File: src/rtl/red_pitaya_pwm_dither.sv
`default_nettype none
// +--------------------------------------------------------------------------+
// | red_pitaya_pwm_dither : 16-period dithered PWM DAC, shadowed per frame   |
// | rev 1.0                                                                  |
// +--------------------------------------------------------------------------+
module red_pitaya_pwm_dither #(
  parameter logic [23:0] INIT_CFG  = 24'h00_0000,
  parameter bit          DITHER_EN = 1'b1
) (
  input  logic        clk_i,
  input  logic        rst_i,
  input  logic        en_i,
  input  logic [23:0] cfg_i,
  output logic        pwm_o,
  output logic        frame_o
);

  logic [7:0]  cnt_q, cnt_d;
  logic [3:0]  idx_q, idx_d;
  logic [23:0] shadow_q, shadow_d;
  logic        pwm_q, pwm_d;
  logic        frame_q, frame_d;

  logic [15:0] dither_map;
  logic        dither_bit;
  logic [8:0]  duty;
  logic        period_end;
  logic        frame_end;

  // Nine-bit duty so that B=255 plus a dither bit reaches 256 (always high).
  always_comb begin
    dither_map = shadow_q[15:0];
    dither_bit = DITHER_EN ? dither_map[idx_q] : 1'b0;
    duty       = {1'b0, shadow_q[23:16]} + {8'd0, dither_bit};
    period_end = (cnt_q == 8'hFF);
    frame_end  = period_end && (idx_q == 4'hF);
  end

  always_comb begin
    cnt_d    = 8'd0;
    idx_d    = 4'd0;
    shadow_d = cfg_i;
    pwm_d    = 1'b0;
    frame_d  = 1'b0;
    if (en_i) begin
      cnt_d    = cnt_q + 8'd1;
      idx_d    = period_end ? idx_q + 4'd1 : idx_q;
      // New configuration only lands on the last cycle of a frame.
      shadow_d = frame_end ? cfg_i : shadow_q;
      pwm_d    = ({1'b0, cnt_q} < duty);
      frame_d  = (cnt_q == 8'd0) && (idx_q == 4'd0);
    end
  end

  always_ff @(posedge clk_i or posedge rst_i) begin
    if (rst_i) begin
      cnt_q    <= 8'd0;
      idx_q    <= 4'd0;
      shadow_q <= INIT_CFG;
      pwm_q    <= 1'b0;
      frame_q  <= 1'b0;
    end else begin
      cnt_q    <= cnt_d;
      idx_q    <= idx_d;
      shadow_q <= shadow_d;
      pwm_q    <= pwm_d;
      frame_q  <= frame_d;
    end
  end

  assign pwm_o   = pwm_q;
  assign frame_o = frame_q;

endmodule
`default_nettype wire

File: config.mk
export PLATFORM = sky130hd
export DESIGN_NAME = red_pitaya_pwm_dither
export DESIGN_NICKNAME = d
export VERILOG_FILES = /design/src/rtl/red_pitaya_pwm_dither.sv
export SDC_FILE = /design/constraint.sdc
export NUM_CORES = 1
export LEC_CHECK = 0
export ABC_AREA = 1
export BUFFER_PORTS_ARGS = -buffer_cell sky130_fd_sc_hd__buf_2
export CORE_ASPECT_RATIO = 1.1
export CORE_MARGIN = 10
export CORE_UTILIZATION = 57
export CTS_CLUSTER_DIAMETER = 40
export DETAILED_ROUTE_END_ITERATION = 7
export GPL_TIMING_DRIVEN = 1
export HOLD_SLACK_MARGIN = 0.02
export PLACE_DENSITY = 0.79
export SLEW_MARGIN = 20
export SYNTH_ARGS = -nofsm -noshare
export SYNTH_HDL_FRONTEND = slang
export SYNTH_SLANG_ARGS = --single-unit
File: constraint.sdc
create_clock -name clk_i -period 2.55 [get_ports clk_i]
set_input_delay 0.255 -clock clk_i [delete_from_list [all_inputs] [get_ports clk_i]]
set_output_delay 0.255 -clock clk_i [all_outputs]
set_load 0.03 [all_outputs]
==> out/results.ini, run 1 <==
[min_path]
min-delay-path-class = input pin to asynchronous set/reset pin

[clock_tree]
cts-root-to-sink-buffers = 2
cts-htree-levels = 2
cts_root_buf = sky130_fd_sc_hd__clkbuf_8
numClockSinks = 38
cts.hold.buffers_added = 0
cts_tree = done
tritoncts.num_buffers = 5
clk_transition_reported_paths_ns = 0.07
clk-insertion-delay-late_ns = 0.30

[flow_run]
timing.max_cap.violations = 0

[grt]
global_route.usage.total = 0.1522
antenna_found_initial = 0
vias_in_the_first_global_route = 2009
grt.overflow.total = 0
grt_pass1_wl_um = 8487
grt_max_degree = 39

[placed_design]
numPortBuffers = 28
place_congestion = 0.8195
detailed_place_hpwl_um = 3465

[power_and_ir_drop]
vdd_drop_max_mv = 0.3203
p_leak_uw = 0.001331
power_density_nw_per_um2 = 554.8

[floorplan]
die_h_um = 85.27
core_area_um2 = 3684
design.portCount = 29
die_area_um2 = 6764
fp.dieW_um = 79.33
initial_utilization = 0.5992
rows = 23

[sta]
rsz0062_at_grt = yes
final_hold_viol_count = 0
slew_headroom = 0.6774
tns_ns = 0
setup-violations-final = 0
worst_pin_slew_ns = 0.4822
final.period_utilization = 0.9576
hold_slack_ns = 0.06376
timing_max_transition_violations_final = 0
fmaxAchievable_ghz = 0.4095
finalCriticalPeriod_ns = 2.442
clock-skew-final_ns = 0.005242

[synth]
yosysUniqueCellTypes = 21
dominant_cell_by_count_in_the_synthesized_netlist = sky130_fd_sc_hd__nand2_1
postSynthNetCount = 327
netlist_area_um2 = 2207
post_synth_inst_count = 286
post_synth_and_or_nand_nor_area_fraction = 0.3486
post_synthesis_compound_gate_area_fraction = 0.03175
netlist_top_cells_count = 96 x sky130_fd_sc_hd__nand2_1, 43 x sky130_fd_sc_hd__nand3_1, 38 x sky130_fd_sc_hd__dfrtp_1
synth.yosys.seq_area_share = 0.4308
number_of_flip_flops_and_latches_in_the_synthesized_netlist = 38
synth_top_family_by_area = simple AND/OR/NAND/NOR gates
synth_area_in_adders = 0.07937
async_flop_share = 1.000
ys_dominant_reg_cell = sky130_fd_sc_hd__dfrtp_1
synth_edf_count = 0
synthMuxAreaShare = 0
ys_top_cells_by_area = sky130_fd_sc_hd__dfrtp_1 43%, sky130_fd_sc_hd__nand2_1 16%, sky130_fd_sc_hd__nand3_1 9.8%
synthesis.area_per_instance_um2 = 7.717
netlist.area_leader.share = 0.4308
synth.largest_area_cell = sky130_fd_sc_hd__dfrtp_1
synthesis.yosys.warnings = 0
synth-xor-area-share = 0.03175

[critical_path]
endpoint_of_the_worst_slack_reg_to_reg_timing_path = pwm_o$_DFF_PP0_
path_max_fanout = 7
worst_r2r_path_depth = 20
r2r_slack_ns = 0.11
rr_startpoint = idx_q[0]$_DFFE_PP0P_
start_kind = flop
crit_path_end_kind = flop
required_time_worst_endpoint_ns = 2.77
critPathKind = flop to flop
critical_path_data_arrival_time_ns = 2.67

[drt]
drt-vias-per-instance = 5.134
drtAntennaViolNets = 0
wire_per_inst_um = 12.82
detailedRoute.firstIterationViolations = 111
detail_route.first_pass.iterations = 4
detailroute.via_count = 1884
totalWireLength_um = 4704
drc = 0

[layout]
multi_input_gate_area_in_the_final_layout_um2 = 1149
syn2layout_area_growth_pct = 14.40
nets = 358
fraction_of_layout_cells_with_a_size_suffix_above_1 = 0.1893
n_antenna_cell = 0
fillCellCount = 348
area.sequential_um2 = 952.2

[run_status]
run_status = completed

-- flip-flops by register name, summed over array words and instances (netlist names) --
name	cells
pwm_o	1
shadow_q	24
cnt_q	8
frame_o	1
idx_q	4
-- cell usage in the layout, fill, tap and decap left out, drive strengths merged --
cell type and n:
a21oi 6, ha 14, nand3 43, buf 35, xor2 5, nand2 103, nand4 2, dfrtp 38
nor2 27, inv 23, xnor2 3, clkbuf 7, nor3 2, o21ai 8, or2 1
-- logic make-up after synthesis --
| family | count (synthesis) |
|---|---|
| and+or+nand+nor | 178 |
| buffers and inverters | 34 |
| AOI/OAI and AO/OA | 14 |
| xor gates and xnor gates | 8 |
| DFF | 38 |
| adders and majority gates | 14 |
-- stage by stage --
step | cells | utilization | instance area (um^2) | worst slack (ns) | total power, uW
6_report | 367 | 0.6855 | 2525 | 0.1081 | 1401
5_1_grt | 367 | 0.6855 | 2525 | -0.1270 | 1494
4_1_cts | 365 | 0.6641 | 2446 | 0.008845 | 1381
3_5_place_dp | 357 | 0.6393 | 2355 | -0.06205 | 991.0
3_3_place_gp | 357 | 0.6393 | 2355 | 0.04813 | 978.0
2_1_floorplan | 286 | - | 2207 | 0.2193 | 913.1
-- area by class of cell --
type	instances	share of cell area
Multi-Input combinational cell	214	0.4549
Sequential cell	38	0.3771
Timing Repair Buffer	35	0.07780
Inverter	23	0.03518
Clock buffer	7	0.03023
Tap cell	50	0.02478
-- where the power goes --
part / internal [uW] / leakage (uW) / switching [uW] / total (uW)
clock: 188 / 0.0000383 / 202 / 390
sequential: 663 / 0.000482 / 59.8 / 723
combinational: 125 / 0.000810 / 163 / 288
-- how the worst max path moves through the flow --
stage | startpoint | endpoint | slack, ns | cells past startpoint
global placement | idx_q[0]$_DFFE_PP0P_ | pwm_o$_DFF_PP0_ | 0.05 | 18
global route | idx_q[0]$_DFFE_PP0P_ | pwm_o$_DFF_PP0_ | -0.13 | 20
CTS | idx_q[0]$_DFFE_PP0P_ | pwm_o$_DFF_PP0_ | 0.009 | 20
floorplan | idx_q[0]$_DFFE_PP0P_ | pwm_o$_DFF_PP0_ | 0.22 | 20
finish | idx_q[0]$_DFFE_PP0P_ | pwm_o$_DFF_PP0_ | 0.11 | 20
detailed placement | idx_q[0]$_DFFE_PP0P_ | pwm_o$_DFF_PP0_ | -0.06 | 18
-- routing by layer --
layer	GRT usage	up-vias	part of all wire	wire length, um
met3	0.04325	8	0.030	142
met1	0.1606	875	0.41	1950
met4	0.06688	0	0.021	100
met5	0	-	0	0
li1	-	965	-	-
met2	0.2725	36	0.53	2511
-- critical path: stages, from the launching register on --
cell	delay (ns)
sky130_fd_sc_hd__dfrtp_2	0.46
sky130_fd_sc_hd__buf_6	0.15
sky130_fd_sc_hd__nor2_2	0.07
sky130_fd_sc_hd__nor2_1	0.04
sky130_fd_sc_hd__o21ai_0	0.08
sky130_fd_sc_hd__nand3_1	0.09
sky130_fd_sc_hd__nand2_1	0.08
sky130_fd_sc_hd__nand2_2	0.08
sky130_fd_sc_hd__ha_4	0.16
sky130_fd_sc_hd__ha_4	0.16
sky130_fd_sc_hd__nand3_4	0.11
sky130_fd_sc_hd__nor2_4	0.05
sky130_fd_sc_hd__xnor2_2	0.12
sky130_fd_sc_hd__ha_1	0.31
sky130_fd_sc_hd__nand2_1	0.06
sky130_fd_sc_hd__nand2_1	0.04
sky130_fd_sc_hd__nand2_1	0.05
sky130_fd_sc_hd__nand2_1	0.05
sky130_fd_sc_hd__nand2_1	0.05
sky130_fd_sc_hd__nand2_1	0.04
sky130_fd_sc_hd__a21oi_1	0.11
-- timing repair --
| item | 4_1_cts | 5_1_grt |
|---|---|---|
| pin swaps | 0 | 8 |
| resized for setup | 3 | 14 |
| buffers inserted | 1 | 2 |
| endpoints found under the setup margin | 1 | 1 |
No activity file was read; power rests on OpenSTA's default activity.
==> inputs of run 2 (changes only) <==
--- a/config.mk
+++ b/config.mk
@@ -5,7 +5,6 @@
 export SDC_FILE = /design/constraint.sdc
 export NUM_CORES = 1
 export LEC_CHECK = 0
-export ABC_AREA = 1
 export BUFFER_PORTS_ARGS = -buffer_cell sky130_fd_sc_hd__buf_2
 export CORE_ASPECT_RATIO = 1.1
 export CORE_MARGIN = 10
==> run 2 against run 1 <==
Net effect: the flow now finishes with violations (negative setup slack); sequential cell count is the same; count of clock-buffer cells in the layout unchanged; core utilization is 3.5 points higher; critical endpoint unchanged; largest cell class unchanged; non-clock buffer count grew 8; fmax down 19%; critical path type unchanged; worst hold slack gained 0.025 ns; combinational power shrank 21%; synthesized cell count fell by 42%; largest power group unchanged.
==> out/results.ini, run 2 <==
[layout]
number_of_flip_flops_under_the_largest_register_name = 24
most-common-layout-cells = 36 x sky130_fd_sc_hd__dfrtp_1, 28 x sky130_fd_sc_hd__buf_2, 21 x sky130_fd_sc_hd__mux2_4, 15 x sky130_fd_sc_hd__buf_4
syn2layout_area_growth_pct = 23.03
nets = 251
registers.top_by_ff_count = shadow_q
final_core_utilization = 0.7208
n_antenna_cell = 0
layout.cells.most_common = sky130_fd_sc_hd__dfrtp_1
biggestRegsByFlops = shadow_q: 24 flops, cnt_q: 8 flops, idx_q: 4 flops
final_cell_count_no_fill = 261
fraction_of_layout_cells_with_a_size_suffix_above_1 = 0.4645

[power_and_ir_drop]
p_seq_frac = 0.490
power_density_nw_per_um2 = 540.5
totalPowerFinal_uw = 1413
vdd_drop_max_mv = 0.4107
power_switching_uw = 339.6
p_leak_uw = 0.001228
swShare = 0.2404
cellInternalPower_uw = 1073
power.combinational.fraction = 0.160
clockPowerShare = 0.350

[drt]
detail_route.first_pass.iterations = 4
wire_per_inst_um = 17.17
drtAntennaViolNets = 0
drc = 0
detailroute.via_count = 1418
totalWireLength_um = 4481
drt-vias-per-instance = 5.433
detailedRoute.firstIterationViolations = 67

[sta]
slew_headroom = 0.4941
final.period_utilization = 1.178
rsz0062_at_grt = yes
fmaxAchievable_ghz = 0.3329
setup-violations-final = 1
timing_max_transition_violations_final = 0
final_hold_viol_count = 0
final_critical_path_setup_slack_ns = -0.4539
finalCriticalPeriod_ns = 3.004
clock-skew-final_ns = 0.008576
worst_pin_slew_ns = 0.7580

[clock_tree]
cts-root-to-sink-buffers = 2
tritoncts.num_buffers = 5
cts-htree-levels = 2
clk-insertion-delay-late_ns = 0.29
cts_tree = done
cts_root_buf = sky130_fd_sc_hd__clkbuf_8
post-cts-setup-buffer-count = 0
numClockSinks = 38
cts.hold.buffers_added = 0
clk_transition_reported_paths_ns = 0.07

[critical_path]
required_time_worst_endpoint_ns = 2.75
endpoint_of_the_worst_slack_reg_to_reg_timing_path = pwm_o$_DFF_PP0_
rr_startpoint = idx_q[0]$_DFFE_PP0P_
path_max_fanout = 7
worst_r2r_path_depth = 15
start_kind = flop
crit_path_end_kind = flop
r2r_slack_ns = -0.45
critical_path_data_arrival_time_ns = 3.20
critPathKind = flop to flop

[synth]
number_of_flip_flops_and_latches_in_the_synthesized_netlist = 38
postSynthNetCount = 206
synthesis.yosys.warnings = 0
dominant_cell_by_count_in_the_synthesized_netlist = sky130_fd_sc_hd__dfrtp_1
async_flop_share = 1.000
synth_edf_count = 0
synth.largest_area_cell = sky130_fd_sc_hd__dfrtp_1
netlist_area_um2 = 2125
ys_dominant_reg_cell = sky130_fd_sc_hd__dfrtp_1
yosysUniqueCellTypes = 38
synthesis.area_per_instance_um2 = 12.88
post_synth_inst_count = 165
netlist.area_leader.share = 0.4476
ys_top_cells_by_area = sky130_fd_sc_hd__dfrtp_1 45%, sky130_fd_sc_hd__mux2_4 14%, sky130_fd_sc_hd__ha_1 8.2%
synth.yosys.seq_area_share = 0.4476
netlist_top_cells_count = 38 x sky130_fd_sc_hd__dfrtp_1, 20 x sky130_fd_sc_hd__mux2_4, 14 x sky130_fd_sc_hd__ha_1

[grt]
global_route.usage.total = 0.1368
grt_pass1_wl_um = 7334
antenna_found_initial = 0
vias_in_the_first_global_route = 1594
grt_max_degree = 25
grt.overflow.total = 0

[placed_design]
numPortBuffers = 28
place_congestion = 0.8211
numPlacedInstances = 253
detailed_place_hpwl_um = 3276

[floorplan]
design.portCount = 29
rows = 23
fp.dieW_um = 78.21
die_h_um = 84.03
initial_utilization = 0.5859
die_area_um2 = 6572
core_area_um2 = 3626

[min_path]
min-delay-path-class = input pin to asynchronous set/reset pin

[run_status]
run_status = complete, but fails checks
failed_checks = negative setup slack

[flow_run]
timing.max_cap.violations = 0

==> run 2: cell count changes after synthesis, moves of 4 or more <==
cell                      change
sky130_fd_sc_hd__a21oi_1      -5
sky130_fd_sc_hd__and2_1      +10
sky130_fd_sc_hd__buf_6        -4
sky130_fd_sc_hd__inv_1       -13
sky130_fd_sc_hd__mux2_2       +5
sky130_fd_sc_hd__mux2_4      +20
sky130_fd_sc_hd__nand2_1     -89
sky130_fd_sc_hd__nand2_2      -5
sky130_fd_sc_hd__nand3_1     -39
sky130_fd_sc_hd__nor2_1      -23
sky130_fd_sc_hd__o21ai_0      -4
sky130_fd_sc_hd__xnor2_1      +4
==> run 2: worst max-delay path, cell delays in order, from the launching register on <==
cell                        delay [ns]
sky130_fd_sc_hd__dfrtp_2          0.47
sky130_fd_sc_hd__mux2_4           0.32
sky130_fd_sc_hd__o21ai_2          0.15
sky130_fd_sc_hd__a31oi_2          0.06
sky130_fd_sc_hd__a22oi_1          0.17
sky130_fd_sc_hd__nand2_1          0.12
sky130_fd_sc_hd__ha_2             0.19
sky130_fd_sc_hd__and4_1           0.21
sky130_fd_sc_hd__nand4_1          0.10
sky130_fd_sc_hd__xor2_1           0.17
sky130_fd_sc_hd__ha_1             0.29
sky130_fd_sc_hd__nand4_1          0.13
sky130_fd_sc_hd__o2111ai_2        0.17
sky130_fd_sc_hd__a41oi_2          0.22
sky130_fd_sc_hd__a41oi_2          0.05
sky130_fd_sc_hd__o31ai_1          0.09
==> run 2: how the worst max path moves through the flow <==
stage | slack [ns] | startpoint | end | cells past startpoint
after floorplan | -0.26 | idx_q[0]$_DFFE_PP0P_ | pwm_o$_DFF_PP0_ | 15
after global routing | -0.65 | idx_q[0]$_DFFE_PP0P_ | pwm_o$_DFF_PP0_ | 15
final | -0.45 | idx_q[0]$_DFFE_PP0P_ | pwm_o$_DFF_PP0_ | 15
after CTS | -0.40 | idx_q[0]$_DFFE_PP0P_ | pwm_o$_DFF_PP0_ | 14
after global placement | -0.35 | idx_q[0]$_DFFE_PP0P_ | pwm_o$_DFF_PP0_ | 16
after detailed placement | -0.57 | idx_q[0]$_DFFE_PP0P_ | pwm_o$_DFF_PP0_ | 16
==> run 2: cell families (layout without fill, tap and decap cells) <==
logic type               count (synthesis)  count (layout)  synth area share
AO/OA/AOI/OAI                           16              16           0.05242
XOR/XNOR                                14              14           0.05772
adder cells (fa/ha/maj)                 14              14           0.08245
buffers and inverters                   14              60           0.04122
flip-flops                              38              38            0.4476
multiplexers                            30              30            0.2032
AND/OR/NAND/NOR                         39              39            0.1154
==> run 2: what timing repair did <==
item | 4_1_cts | 5_1_grt
pin swaps | 4 | 7
resized for setup | 7 | 13
setup endpoints to repair | 1 | 1
cloned | 0 | 0
==> run 2: layout make-up <==
class                      count  area, um^2
multi-input combinational    113        1205
tap                           50       62.56
timing repair buffer          43       252.7
clock buffer                   7       76.32
fill                         273        1012
clock inverter                 1       30.03
sequential                    38       953.4
inverter                       9       33.78
==> run 2: metrics by stage <==
stage | instance area, um^2 | TNS (ns) | hold WS, ns | setup slack [ns]
6_report | 2614 | -0.4539 | 0.08896 | -0.4539
2_1_floorplan | 2153 | -0.2570 | 0.3927 | -0.2570
3_3_place_gp | 2409 | -0.3514 | 0.4078 | -0.3514
5_1_grt | 2614 | -0.6462 | 0.1554 | -0.6462
4_1_cts | 2532 | -0.3951 | 0.1185 | -0.3951
3_5_place_dp | 2409 | -0.5668 | 0.4259 | -0.5668
==> run 2: metal layers <==
layer  track usage  vias up  routed length, um
met2        0.2590       31               2441
li1              -      677                  -
met5             0        -                  0
met1        0.1322      706               1763
met3       0.03772        4                211
met4       0.05873        0                 63
==> run 2: power groups by stage <==
| stage | clock (uW) | combinational [uW] | sequential, uW |
|---|---|---|---|
| final | 494 | 227 | 692 |
| after detailed placement | 0 | 215 | 699 |
| after global routing | 532 | 252 | 698 |
| after floorplan | 0 | 146 | 693 |
| after CTS | 508 | 218 | 688 |
| after global placement | 0 | 202 | 697 |
